===== src/rtl/router_fifo_pkt.sv =====
// Packet-aware router output FIFO: stores {header tag, byte} words, tracks packet
// boundaries on both sides and flags sop/eop, stored-packet count and sticky errors.
module router_fifo_pkt #(
    parameter int DATA_WIDTH = 8,
    parameter int DEPTH      = 16,
    parameter int AF_LEVEL   = 14,
    parameter int CNT_WIDTH  = 5
) (
    input  logic                  clk,
    input  logic                  reset,
    input  logic                  soft_reset,
    input  logic                  w_en,
    input  logic                  r_en,
    input  logic                  lfd_state,
    input  logic [DATA_WIDTH-1:0] d_in,
    output logic [DATA_WIDTH-1:0] d_out,
    output logic                  dout_valid,
    output logic                  sop,
    output logic                  eop,
    output logic                  empty,
    output logic                  full,
    output logic                  almost_full,
    output logic [CNT_WIDTH-1:0]  pkt_cnt,
    output logic                  overflow,
    output logic                  underflow
);

    localparam int AW = $clog2(DEPTH);
    localparam int RW = DATA_WIDTH - 1;
    localparam int EW = DATA_WIDTH + 1;
    localparam logic [RW-1:0]        REM_ONE = RW'(1);
    localparam logic [AW:0]          PTR_ONE = (AW + 1)'(1);
    localparam logic [CNT_WIDTH-1:0] CNT_ONE = CNT_WIDTH'(1);
    localparam logic [AW:0]          AF_THR  = (AW + 1)'(AF_LEVEL);

    // Remaining words after a header: payload length plus the parity byte.
    function automatic logic [RW-1:0] pkt_rem(input logic [DATA_WIDTH-1:0] hdr);
        return {1'b0, hdr[DATA_WIDTH-1:2]} + REM_ONE;
    endfunction

    logic [EW-1:0]          mem_r [DEPTH];
    logic [AW:0]            wr_ptr_r, rd_ptr_r, occ_r;
    logic [AW:0]            wr_ptr_nxt_s, rd_ptr_nxt_s, occ_nxt_s;
    logic [RW-1:0]          wr_rem_r, rd_rem_r, wr_rem_nxt_s, rd_rem_nxt_s;
    logic [CNT_WIDTH-1:0]   pkt_cnt_r, pkt_cnt_nxt_s;
    logic [DATA_WIDTH-1:0]  d_out_r;
    logic                   dout_valid_r, sop_r, eop_r, empty_r, full_r, af_r;
    logic                   overflow_r, underflow_r;
    logic                   wr_ok_s, rd_ok_s, clear_s;
    logic                   pkt_inc_s, pkt_dec_s, eop_nxt_s;
    logic                   full_nxt_s, empty_nxt_s;
    logic [EW-1:0]          pop_word_s;

    assign clear_s    = reset || soft_reset;
    assign rd_ok_s    = r_en && !empty_r;
    assign wr_ok_s    = w_en && (!full_r || rd_ok_s);
    assign pop_word_s = mem_r[rd_ptr_r[AW-1:0]];

    // Pointer, occupancy and full/empty next-state decode.
    always_comb begin
        wr_ptr_nxt_s = wr_ptr_r;
        rd_ptr_nxt_s = rd_ptr_r;
        occ_nxt_s    = occ_r;
        if (wr_ok_s) begin
            wr_ptr_nxt_s = wr_ptr_r + PTR_ONE;
        end else begin
            wr_ptr_nxt_s = wr_ptr_r;
        end
        if (rd_ok_s) begin
            rd_ptr_nxt_s = rd_ptr_r + PTR_ONE;
        end else begin
            rd_ptr_nxt_s = rd_ptr_r;
        end
        case ({wr_ok_s, rd_ok_s})
            2'b10:   occ_nxt_s = occ_r + PTR_ONE;
            2'b01:   occ_nxt_s = occ_r - PTR_ONE;
            default: occ_nxt_s = occ_r;
        endcase
        empty_nxt_s = (wr_ptr_nxt_s == rd_ptr_nxt_s);
        full_nxt_s  = (wr_ptr_nxt_s[AW] != rd_ptr_nxt_s[AW]) &&
                      (wr_ptr_nxt_s[AW-1:0] == rd_ptr_nxt_s[AW-1:0]);
    end

    // Write-side packet tracking: a header reload abandons any unfinished packet.
    always_comb begin
        wr_rem_nxt_s = wr_rem_r;
        pkt_inc_s    = 1'b0;
        if (wr_ok_s && lfd_state) begin
            wr_rem_nxt_s = pkt_rem(d_in);
        end else if (wr_ok_s && (wr_rem_r != '0)) begin
            wr_rem_nxt_s = wr_rem_r - REM_ONE;
            pkt_inc_s    = (wr_rem_r == REM_ONE);
        end else begin
            wr_rem_nxt_s = wr_rem_r;
        end
    end

    // Read-side packet tracking mirrors the write side on popped tags.
    always_comb begin
        rd_rem_nxt_s = rd_rem_r;
        pkt_dec_s    = 1'b0;
        eop_nxt_s    = 1'b0;
        if (rd_ok_s && pop_word_s[EW-1]) begin
            rd_rem_nxt_s = pkt_rem(pop_word_s[DATA_WIDTH-1:0]);
        end else if (rd_ok_s && (rd_rem_r != '0)) begin
            rd_rem_nxt_s = rd_rem_r - REM_ONE;
            pkt_dec_s    = (rd_rem_r == REM_ONE);
            eop_nxt_s    = (rd_rem_r == REM_ONE);
        end else begin
            rd_rem_nxt_s = rd_rem_r;
        end
        case ({pkt_inc_s, pkt_dec_s})
            2'b10:   pkt_cnt_nxt_s = pkt_cnt_r + CNT_ONE;
            2'b01:   pkt_cnt_nxt_s = pkt_cnt_r - CNT_ONE;
            default: pkt_cnt_nxt_s = pkt_cnt_r;
        endcase
    end

    // Storage array; stale contents are unreachable once the pointers clear.
    always_ff @(posedge clk) begin
        if (wr_ok_s && !clear_s) begin
            mem_r[wr_ptr_r[AW-1:0]] <= {lfd_state, d_in};
        end
    end

    // Control state and registered outputs.
    always_ff @(posedge clk) begin
        if (clear_s) begin
            wr_ptr_r     <= '0;
            rd_ptr_r     <= '0;
            occ_r        <= '0;
            wr_rem_r     <= '0;
            rd_rem_r     <= '0;
            pkt_cnt_r    <= '0;
            d_out_r      <= '0;
            dout_valid_r <= 1'b0;
            sop_r        <= 1'b0;
            eop_r        <= 1'b0;
            empty_r      <= 1'b1;
            full_r       <= 1'b0;
            af_r         <= 1'b0;
            overflow_r   <= 1'b0;
            underflow_r  <= 1'b0;
        end else begin
            wr_ptr_r     <= wr_ptr_nxt_s;
            rd_ptr_r     <= rd_ptr_nxt_s;
            occ_r        <= occ_nxt_s;
            wr_rem_r     <= wr_rem_nxt_s;
            rd_rem_r     <= rd_rem_nxt_s;
            pkt_cnt_r    <= pkt_cnt_nxt_s;
            dout_valid_r <= rd_ok_s;
            sop_r        <= rd_ok_s && pop_word_s[EW-1];
            eop_r        <= eop_nxt_s;
            empty_r      <= empty_nxt_s;
            full_r       <= full_nxt_s;
            af_r         <= (occ_nxt_s >= AF_THR);
            overflow_r   <= overflow_r || (w_en && full_r && !rd_ok_s);
            underflow_r  <= underflow_r || (r_en && empty_r);
            if (rd_ok_s) begin
                d_out_r <= pop_word_s[DATA_WIDTH-1:0];
            end else begin
                d_out_r <= d_out_r;
            end
        end
    end

    assign d_out       = d_out_r;
    assign dout_valid  = dout_valid_r;
    assign sop         = sop_r;
    assign eop         = eop_r;
    assign empty       = empty_r;
    assign full        = full_r;
    assign almost_full = af_r;
    assign pkt_cnt     = pkt_cnt_r;
    assign overflow    = overflow_r;
    assign underflow   = underflow_r;

endmodule


===== config.mk =====
export PLATFORM = sky130hd
export DESIGN_NAME = router_fifo_pkt
export DESIGN_NICKNAME = d
export VERILOG_FILES = /design/src/rtl/router_fifo_pkt.sv
export SDC_FILE = /design/constraint.sdc
export NUM_CORES = 1
export LEC_CHECK = 0
export CAP_MARGIN = 15
export CORE_MARGIN = 10
export CORE_UTILIZATION = 48
export DETAILED_ROUTE_END_ITERATION = 8
export GPL_TIMING_DRIVEN = 0
export HOLD_SLACK_MARGIN = 0.08
export PLACE_DENSITY = 0.72
export SKIP_CTS_REPAIR_TIMING = 1
export SYNTH_ARGS = -nofsm -noshare
export SYNTH_HDL_FRONTEND = slang
export SYNTH_SLANG_ARGS = --single-unit

===== constraint.sdc =====
create_clock -name clk -period 5.11 [get_ports clk]
set_input_delay 1.533 -clock clk [delete_from_list [all_inputs] [get_ports clk]]
set_output_delay 1.533 -clock clk [all_outputs]
set_load 0.1 [all_outputs]

==> impl_metrics.json, run 1 <==
{
  "rr_endpoint": "pkt_cnt[4]",
  "critPathCaptureType": "register",
  "reg2reg_depth": 11,
  "relSlewSlack": 0.236,
  "grt-ovfl-total": 0,
  "cp_max_fo": 11,
  "antenna_found_initial": 0,
  "setup_viol": 0,
  "cp_common_cell": "clkbuf_1",
  "arrival_ns": 4.93,
  "synth_seq_area_share": 0.641,
  "holdCritStartpoint": "d_out[5]",
  "whs_path_depth": 2,
  "area_growth_pct": 15.6,
  "hp-class": "reg2reg",
  "dp_cells": 819,
  "synth_area_sq_um": 8300,
  "die_width_um": 152,
  "powerDensity_nw_per_um2": 337,
  "gp_congestion": 0.805,
  "root_buffer": "clkbuf_16",
  "crit_required_ns": 5.40,
  "ys_ff_latch": 194,
  "peakVddDrop_mv": 0.250,
  "slew_violations": 0,
  "drc": 0,
  "period_needed_ns": 4.63,
  "cts_buffers": 17,
  "ant_nets": 0,
  "reg2reg_from": "rd_rem_r[2]",
  "leakagePower_nw": 3.18,
  "synth_fp_nets": 595,
  "htreeDepth": 4,
  "cp_cell_sequence": "clkdlybuf4s50_1 -> nand2b_1 -> inv_2 -> clkbuf_1 -> clkbuf_1 -> ha_1 -> clkbuf_1 -> xor2_1 -> ha_1 -> a21o_1 -> nand2_1 -> a21o_1 -> a21oi_1 -> xnor2_1 -> o22ai_1",
  "clkSinkCount": 194,
  "yosysTopAreaCellShare": 0.521,
  "async_flop_share": 0,
  "max_cap_viol_count": 0,
  "core-area_sq_um": 17100,
  "die_area_sq_um": 23000,
  "viasPerCell": 5.63,
  "grt_max_degree": 21,
  "start_util": 0.485,
  "status": "finished, final reports clean",
  "grt_pass1_vias": 4878,
  "cts_tree": "done",
  "clock_path_buffers": 2,
  "fmax_mhz": 216,
  "synth_cells": 560,
  "p_total_mw": 3.24,
  "setup_ws_ns": 0.480,
  "wl_per_cell_um": 20.8,
  "rows": 48,
  "clkTransAtPathRegs_ns": 0.07,
  "ys_warn_count": 0,
  "synth_top_area_cell": "edfxtp_1",
  "instances_no_fill": 854,
  "synth.avg_cell_area_sq_um": 14.8,
  "synth.area.top_cells": "edfxtp_1, dfxtp_1, mux4_2, ha_1, nor2_1",
  "setup_tns_ns": 0,
  "holdWs_ns": 0.466,
  "num_antenna_cells": 0,
  "synth-edff-count": 144,
  "synth_flop_cell": "edfxtp_1",
  "finalHoldViolCount": 0,
  "grt.total_usage": 0.161,
  "grt_pass1_wl_mm": 27.6,
  "totalWireLength_mm": 17.7,
  "die-height_um": 152,
  "startpoint_type": "primary input",
  "reg2reg_setup_slack_ns": 1.57,
  "synth.most_common_cell": "edfxtp_1",
  "final_nets": 652,
  "rsz0062_at_grt": "false",
  "tightest_slew_ns": 1.14,
  "slowest_stage": "clkdlybuf4s50_1",
  "layout-drive-gt1-share": 0.157,
  "place_ws_ns": 0.0330,
  "ios": 35,
  "place_hpwl_mm": 11.9,
  "drtPass1Iterations": 4,
  "cpPeakStageDelay_ns": 0.50,
  "fin_crit_sh": 0.906,
  "clkLatencyLatePin_ns": 0.43,
  "hold_end": "d_out[5]",
  "critPathKind": "in2reg",
  "clock_skew_ns": 0.00859,
  "synth_common_cells": "edfxtp_1, nor2_1, dfxtp_1, mux4_2, nand2_1",
  "vias": 4812,
  "drtIter0Drc": 277,
  "ys_types": 53,
  "portBuffers": 34
}
==> state kept, by name (all words and copies together) (netlist names) <==
| register | count |
|---|---|
| eop | 1 |
| mem_r | 144 |
| wr_ptr_r | 5 |
| rd_rem_r | 7 |
| underflow | 1 |
| wr_rem_r | 7 |
| almost_full | 1 |
| full | 1 |
| d_out | 8 |
| occ_r | 5 |
| rd_ptr_r | 5 |
| dout_valid | 1 |
| sop | 1 |
| overflow | 1 |
| pkt_cnt | 5 |
| empty | 1 |
==> stage by stage <==
step / utilization / instance area [sq um]
6_report: 0.561 / 9600
5_1_grt: 0.561 / 9600
4_1_cts: 0.558 / 9560
3_5_place_dp: 0.523 / 8940
3_3_place_gp: 0.521 / 8920
2_1_floorplan: - / 8300
==> cells in the final DEF, fill, tap and decap left out, drive strengths merged, types with 5 or more instances in the layout <==
| master | synthesis | layout |
|---|---|---|
| nand2 | 37 | 37 |
| xnor2 | 18 | 18 |
| a211oi | 8 | 8 |
| nor3 | 5 | 5 |
| clkbuf | 16 | 33 |
| mux2i | 12 | 12 |
| mux4 | 40 | 40 |
| edfxtp | 144 | 144 |
| clkdlybuf4s50 | 0 | 34 |
| clkinv | 0 | 6 |
| a21oi | 25 | 25 |
| nand2b | 5 | 5 |
| nand3 | 15 | 15 |
| xor2 | 23 | 23 |
| o21ai | 8 | 8 |
| o211ai | 5 | 5 |
| dfxtp | 50 | 50 |
| ha | 20 | 20 |
| nor2 | 55 | 55 |
| inv | 12 | 14 |
| buf | 12 | 16 |
==> worst max path at each step <==
| stage | from | endpoint | slack [ns] |
|---|---|---|---|
| after global placement | r_en | almost_full | 0.15 |
| after global routing | r_en | pkt_cnt[4] | 0.16 |
| final | r_en | almost_full | 0.48 |
| after CTS | r_en | almost_full | 0.47 |
| after floorplan | r_en | pkt_cnt[4] | 1.08 |
| after detailed placement | r_en | almost_full | 0.03 |
==> critical path, delay by kind of cell <==
kind / cells / cell delay [ns]
buf+inv: 5 / 1.80
compound gates: 4 / 0.54
fa+ha+maj: 2 / 0.46
xor+xnor: 2 / 0.39
simple gates: 2 / 0.20
==> where the power goes <==
group          total, mW  internal, mW  switching, mW  leakage [nW]
Combinational      0.152        0.0546         0.0972          1.19
Sequential          1.71          1.70        0.00799          1.70
Clock               1.38         0.814          0.562         0.292
Total               3.24          2.57          0.667          3.18
==> logic make-up after synthesis <==
kind of cell,Yosys count,synth area share
flip-flops,194,0.641
XOR/XNOR,41,0.0432
AO/OA/AOI/OAI,65,0.0527
adder cells (fa/ha/maj),21,0.0325
AND/OR/NAND/NOR,147,0.0835
multiplexers,52,0.123
buffers and inverters,40,0.0232
==> metal layers <==
layer,vias to the layer above,GRT usage,wire length [um]
li1,2216,-,-
met1,2440,0.199,7420
met2,129,0.267,8960
met3,27,0.0434,1050
met4,0,0.0601,296
met5,-,0,0
==> final cells by class <==
| class | count | area, sq um |
|---|---|---|
| Fill cell | 1331 | 7510 |
| Sequential cell | 194 | 5330 |
| Multi-Input combinational cell | 326 | 2810 |
| Clock buffer | 17 | 425 |
| Timing Repair Buffer | 38 | 385 |
| Tap cell | 225 | 282 |
| Clock inverter | 14 | 186 |
| Buffer | 28 | 148 |
| Inverter | 12 | 45.0 |
Note: power is estimated with default switching activity, not from simulation.
==> run 2: changes to the inputs <==
- CORE_UTILIZATION: 48 -> 60
- PLACE_DENSITY: 0.72 -> 0.86
==> run 2 against run 1 <==
Net effect:
- worst setup slack worse by 0.10 ns
- via count is 2.0% higher
- die area is 17% lower
- count of clock-buffer cells in the layout stayed put
- global-route usage is 3.7 points higher
- clock skew is 0.0029 ns lower
- sequential power hardly changed
- combinational power hardly changed
- hold slack worse by 0.0016 ns
- highest routed layer unchanged
==> impl_metrics.json, run 2 (same netlist as run 1, synthesis figures left out) <==
{
  "gp_congestion": 0.883,
  "grt.total_usage": 0.198,
  "layout_common_cells": "edfxtp_1, nor2_1, dfxtp_1",
  "num_antenna_cells": 0,
  "critPathCaptureType": "register",
  "regArea_sq_um": 5330,
  "vias": 4907,
  "viasPerCell": 6.07,
  "hold_end": "d_out[4]",
  "htreeDepth": 4,
  "drc": 0,
  "whs_path_depth": 2,
  "period_needed_ns": 4.73,
  "max_cap_viol_count": 0,
  "area_growth_pct": 14.6,
  "cts_tree": "done",
  "final_nets": 654,
  "die_width_um": 138,
  "internal_power_mw": 2.44,
  "comb_power_share": 0.049,
  "grt_pass1_vias": 5195,
  "clock_skew_ns": 0.00567,
  "wl_per_cell_um": 22.0,
  "root_buffer": "clkbuf_16",
  "drtIter0Drc": 441,
  "layout-drive-gt1-share": 0.161,
  "totalWireLength_mm": 17.8,
  "grt-ovfl-total": 0,
  "critPathKind": "in2reg",
  "reg2reg_setup_slack_ns": 1.52,
  "slowest_stage": "a21boi_1",
  "holdWs_ns": 0.464,
  "sequentialPowerShare": 0.542,
  "core-area_sq_um": 13400,
  "cp_common_cell": "a21oi_1",
  "start_util": 0.620,
  "cts_buffers": 17,
  "tightest_slew_ns": 1.16,
  "crit_required_ns": 5.48,
  "leakagePower_nw": 3.18,
  "cp_cell_sequence": "clkdlybuf4s50_1 -> nand2b_1 -> a21boi_1 -> inv_2 -> a21oi_2 -> nand4b_1 -> ha_1 -> fa_1 -> a21o_1 -> a21oi_1 -> xor2_1 -> or3_1 -> a21oi_1",
  "die_area_sq_um": 18900,
  "grt_pass1_wl_mm": 28.0,
  "slew_violations": 0,
  "antenna_found_initial": 0,
  "switching_share": 0.225,
  "clock_path_buffers": 2,
  "arrival_ns": 5.10,
  "clkSinkCount": 194,
  "ios": 35,
  "die-height_um": 138,
  "largest_reg_flops": 144,
  "drtPass1Iterations": 5,
  "clkLatencyLatePin_ns": 0.44,
  "fin_crit_sh": 0.926,
  "status": "finished, final reports clean",
  "clkPwrFrac": 0.408,
  "reg2reg_from": "rd_rem_r[2]",
  "rsz0062_at_grt": "false",
  "final_common_cell": "edfxtp_1",
  "p_total_mw": 3.15,
  "holdCritStartpoint": "d_out[4]",
  "portBuffers": 34,
  "rr_endpoint": "pkt_cnt[4]",
  "relSlewSlack": 0.223,
  "setup_viol": 0,
  "multiInputGateArea_sq_um": 2810,
  "grt_max_degree": 21,
  "p_switching_mw": 0.709,
  "cp_max_fo": 10,
  "reg2reg_depth": 11,
  "clkTransAtPathRegs_ns": 0.07,
  "peakVddDrop_mv": 0.331,
  "hp-class": "reg2reg",
  "startpoint_type": "primary input",
  "place_hpwl_mm": 11.9,
  "fmax_mhz": 211,
  "fill_cells": 864,
  "cpPeakStageDelay_ns": 0.54,
  "ant_nets": 0,
  "powerDensity_nw_per_um2": 331,
  "finalHoldViolCount": 0,
  "rows": 42
}
==> run 2: cell types whose count changed in the layout (fill, tap and decap cells not counted), sizes merged <==
cell and delta:
buf +2, inv +5, clkinvlp -1, bufinv -3
==> run 2: power by group through the flow <==
stage	registers [mW]	logic, mW	clock network [mW]
final	1.71	0.155	1.29
after global placement	1.74	0.145	0
after global routing	1.71	0.169	1.36
after CTS	1.71	0.155	1.29
after detailed placement	1.74	0.153	0
after floorplan	1.75	0.0814	0
==> run 2: metrics by stage <==
step	cell area (sq um)	std cells	setup WS, ns	utilization	TNS [ns]
3_3_place_gp	8860	770	0.0861	0.661	0
5_1_grt	9520	808	0.123	0.710	0
3_5_place_dp	8910	773	-0.0349	0.665	-0.0349
6_report	9520	808	0.377	0.710	0
2_1_floorplan	8300	560	1.08	-	0
4_1_cts	9490	805	0.369	0.708	0
==> run 2: metal layers <==
layer	routed length, um	up-vias	track usage
met3	1400	33	0.0554
met1	6980	2435	0.237
met4	400	0	0.0837
met5	0	-	0
met2	9030	213	0.331
li1	-	2226	-
==> run 2: layout make-up <==
cell class / instances / share of cell area
Sequential cell: 194 / 0.559
Multi-Input combinational cell: 326 / 0.295
Clock buffer: 17 / 0.0447
Timing Repair Buffer: 40 / 0.0425
Tap cell: 176 / 0.0231
Buffer: 28 / 0.0155
Clock inverter: 15 / 0.0154
Inverter: 12 / 0.00473
==> run 2: critical path: cells and delay by family <==
kind | cells | cell delay (ns)
AOI/OAI and AO/OA | 5 | 1.45
xor gates and xnor gates | 1 | 0.10
adders and majority gates | 2 | 0.72
buffers and inverters | 2 | 0.69
and+or+nand+nor | 3 | 0.60
==> run 2: worst max path at each step <==
stage / from / to / slack [ns]
2_1_floorplan: r_en / pkt_cnt[4] / 1.08
3_3_place_gp: r_en / mem_r[1][2] / 0.09
3_5_place_dp: r_en / pkt_cnt[4] / -0.03
4_1_cts: r_en / pkt_cnt[4] / 0.37
5_1_grt: r_en / pkt_cnt[4] / 0.12
6_report: r_en / pkt_cnt[4] / 0.38
==> run 3: changes to the inputs <==
--- a/config.mk
+++ b/config.mk
@@ -9,3 +9,4 @@
 export CORE_MARGIN = 10
-export CORE_UTILIZATION = 60
+export CORE_UTILIZATION = 63
+export CTS_BUF_LIST = sky130_fd_sc_hd__clkbuf_4 sky130_fd_sc_hd__clkbuf_8
 export DETAILED_ROUTE_END_ITERATION = 8
@@ -13,3 +14,3 @@
 export HOLD_SLACK_MARGIN = 0.08
-export PLACE_DENSITY = 0.86
+export PLACE_DENSITY = 0.89
 export SKIP_CTS_REPAIR_TIMING = 1
--- a/constraint.sdc
+++ b/constraint.sdc
@@ -3,2 +3,2 @@
 set_output_delay 1.533 -clock clk [all_outputs]
-set_load 0.1 [all_outputs]
+set_load 0.02 [all_outputs]
==> run 3 against run 2 <==
Net effect:
- combinational power decreased by 8%
- final cell count decreased by 0.50%
- die area decreased by 4.1%
- sequential share of layout area increased by 0.87 points
- worst setup slack improved by 0.13 ns
- critical path type unchanged
- largest cell class unchanged
- highest routed layer unchanged
==> impl_metrics.json, run 3 (same netlist as run 1, synthesis figures left out) <==
{
  "status": "finished, final reports clean",
  "drtPass1Iterations": 5,
  "startpoint_type": "primary input",
  "totalWireLength_mm": 18.0,
  "largest_reg_flops": 144,
  "clkSinkCount": 194,
  "path_buf_inv": 2,
  "tightest_slew_ns": 1.22,
  "clkTransAtPathRegs_ns": 0.09,
  "peakVddDrop_mv": 0.243,
  "period_needed_ns": 4.60,
  "wl_per_cell_um": 22.4,
  "critPathCaptureType": "register",
  "portBuffers": 34,
  "powerDensity_nw_per_um2": 310,
  "area_growth_pct": 12.9,
  "grt.total_usage": 0.206,
  "cp_max_fo": 10,
  "drc": 0,
  "slew_violations": 0,
  "grt_max_degree": 21,
  "vias": 4929,
  "cts_buffers": 17,
  "layout_common_cells": "edfxtp_1, nor2_1, dfxtp_1",
  "gp_congestion": 0.903,
  "die_area_sq_um": 18200,
  "fmax_mhz": 217,
  "cp_common_cell": "a21oi_1",
  "cp_cell_sequence": "clkdlybuf4s50_1 -> nand2b_1 -> a21boi_1 -> inv_2 -> a21oi_2 -> nand4b_1 -> ha_1 -> fa_1 -> a21o_1 -> a21oi_1 -> xor2_1 -> or3_1 -> a21oi_1",
  "holdWs_ns": 0.464,
  "max_cap_viol_count": 0,
  "setup_viol": 0,
  "finalHoldViolCount": 0,
  "die_width_um": 135,
  "setup_ws_ns": 0.511,
  "clock_path_buffers": 2,
  "ios": 35,
  "path_delay_family": "compound AO/OA/AOI/OAI gates",
  "rows": 41,
  "htreeDepth": 4,
  "reg2reg_setup_slack_ns": 1.55,
  "grt_pass1_vias": 4954,
  "crit_required_ns": 5.53,
  "viasPerCell": 6.13,
  "cts_tree": "done",
  "arrival_ns": 5.02,
  "critPathKind": "in2reg",
  "place_hpwl_mm": 12.2,
  "place_ws_ns": 0.0181,
  "slowest_stage": "clkdlybuf4s50_1",
  "final_common_cell": "edfxtp_1",
  "root_buffer": "clkbuf_8",
  "layout-drive-gt1-share": 0.166,
  "ant_nets": 0,
  "final_nets": 654,
  "grt-ovfl-total": 0,
  "start_util": 0.650,
  "leakagePower_nw": 3.12,
  "rsz0062_at_grt": "false",
  "die-height_um": 135,
  "drtIter0Drc": 508,
  "hp-class": "reg2reg",
  "clock_skew_ns": 0.0108,
  "num_antenna_cells": 0,
  "antenna_found_initial": 0,
  "clkLatencyLatePin_ns": 0.49,
  "relSlewSlack": 0.182,
  "core-area_sq_um": 12800,
  "grt_pass1_wl_mm": 27.9,
  "cpPeakStageDelay_ns": 0.48,
  "fin_crit_sh": 0.900
}
run 3: cell types whose count changed in the layout (fill, tap and decap cells not counted), moves of 2 or more:
cell and delta:
inv_8 +2, clkinv_1 -3, bufinv_16 +2, clkbuf_16 -17, clkbuf_8 +17, clkinv_2 +2, inv_6 -2
run 3: final cells by class:
class                           count  area [sq um]
Clock inverter                     15           194
Sequential cell                   194          5330
Inverter                           12          45.0
Tap cell                          172           215
Buffer                             28           148
Fill cell                         748          3400
Clock buffer                       17           234
Multi-Input combinational cell    326          2810
Timing Repair Buffer               40           408
run 3: worst reg2reg max path, delay by kind of cell (launching register included):
| family | cells | cell delay (ns) |
|---|---|---|
| AO/OA/AOI/OAI | 4 | 1.02 |
| XOR/XNOR | 1 | 0.10 |
| adder cells (fa/ha/maj) | 2 | 0.74 |
| flip-flops | 1 | 0.35 |
| AND/OR/NAND/NOR | 4 | 1.30 |
run 3: worst paths after layout:
path                                    to  cells past startpoint         from
worst max-delay path            pkt_cnt[4]                     13         r_en
worst min-delay path              d_out[6]                      2     d_out[6]
worst max register to register  pkt_cnt[4]                     11  rd_rem_r[2]
worst min register to register    d_out[6]                      2     d_out[6]
run 3: power breakdown:
| part | total (mW) | internal (mW) | switching (mW) |
|---|---|---|---|
| combinational | 0.143 | 0.0556 | 0.0873 |
| clock | 1.05 | 0.498 | 0.556 |
| sequential | 1.71 | 1.70 | 0.00767 |
run 3: layer usage:
metal | vias up | global-route usage | part of all wire
met1 | 2460 | 0.248 | 0.40
met2 | 209 | 0.343 | 0.50
met5 | - | 0 | 0
met4 | 0 | 0.100 | 0.030
met3 | 37 | 0.0486 | 0.067
li1 | 2223 | - | -
run 3: through the flow:
stage / utilization / cells / power, mW / area, sq um / TNS [ns]
floorplan: - / 560 / 1.82 / 8300 / 0
finish: 0.734 / 804 / 2.90 / 9370 / 0
CTS: 0.732 / 802 / 2.91 / 9350 / 0
detailed placement: 0.699 / 770 / 1.88 / 8920 / 0
global route: 0.734 / 804 / 2.99 / 9370 / 0
global placement: 0.694 / 766 / 1.87 / 8860 / -1.23
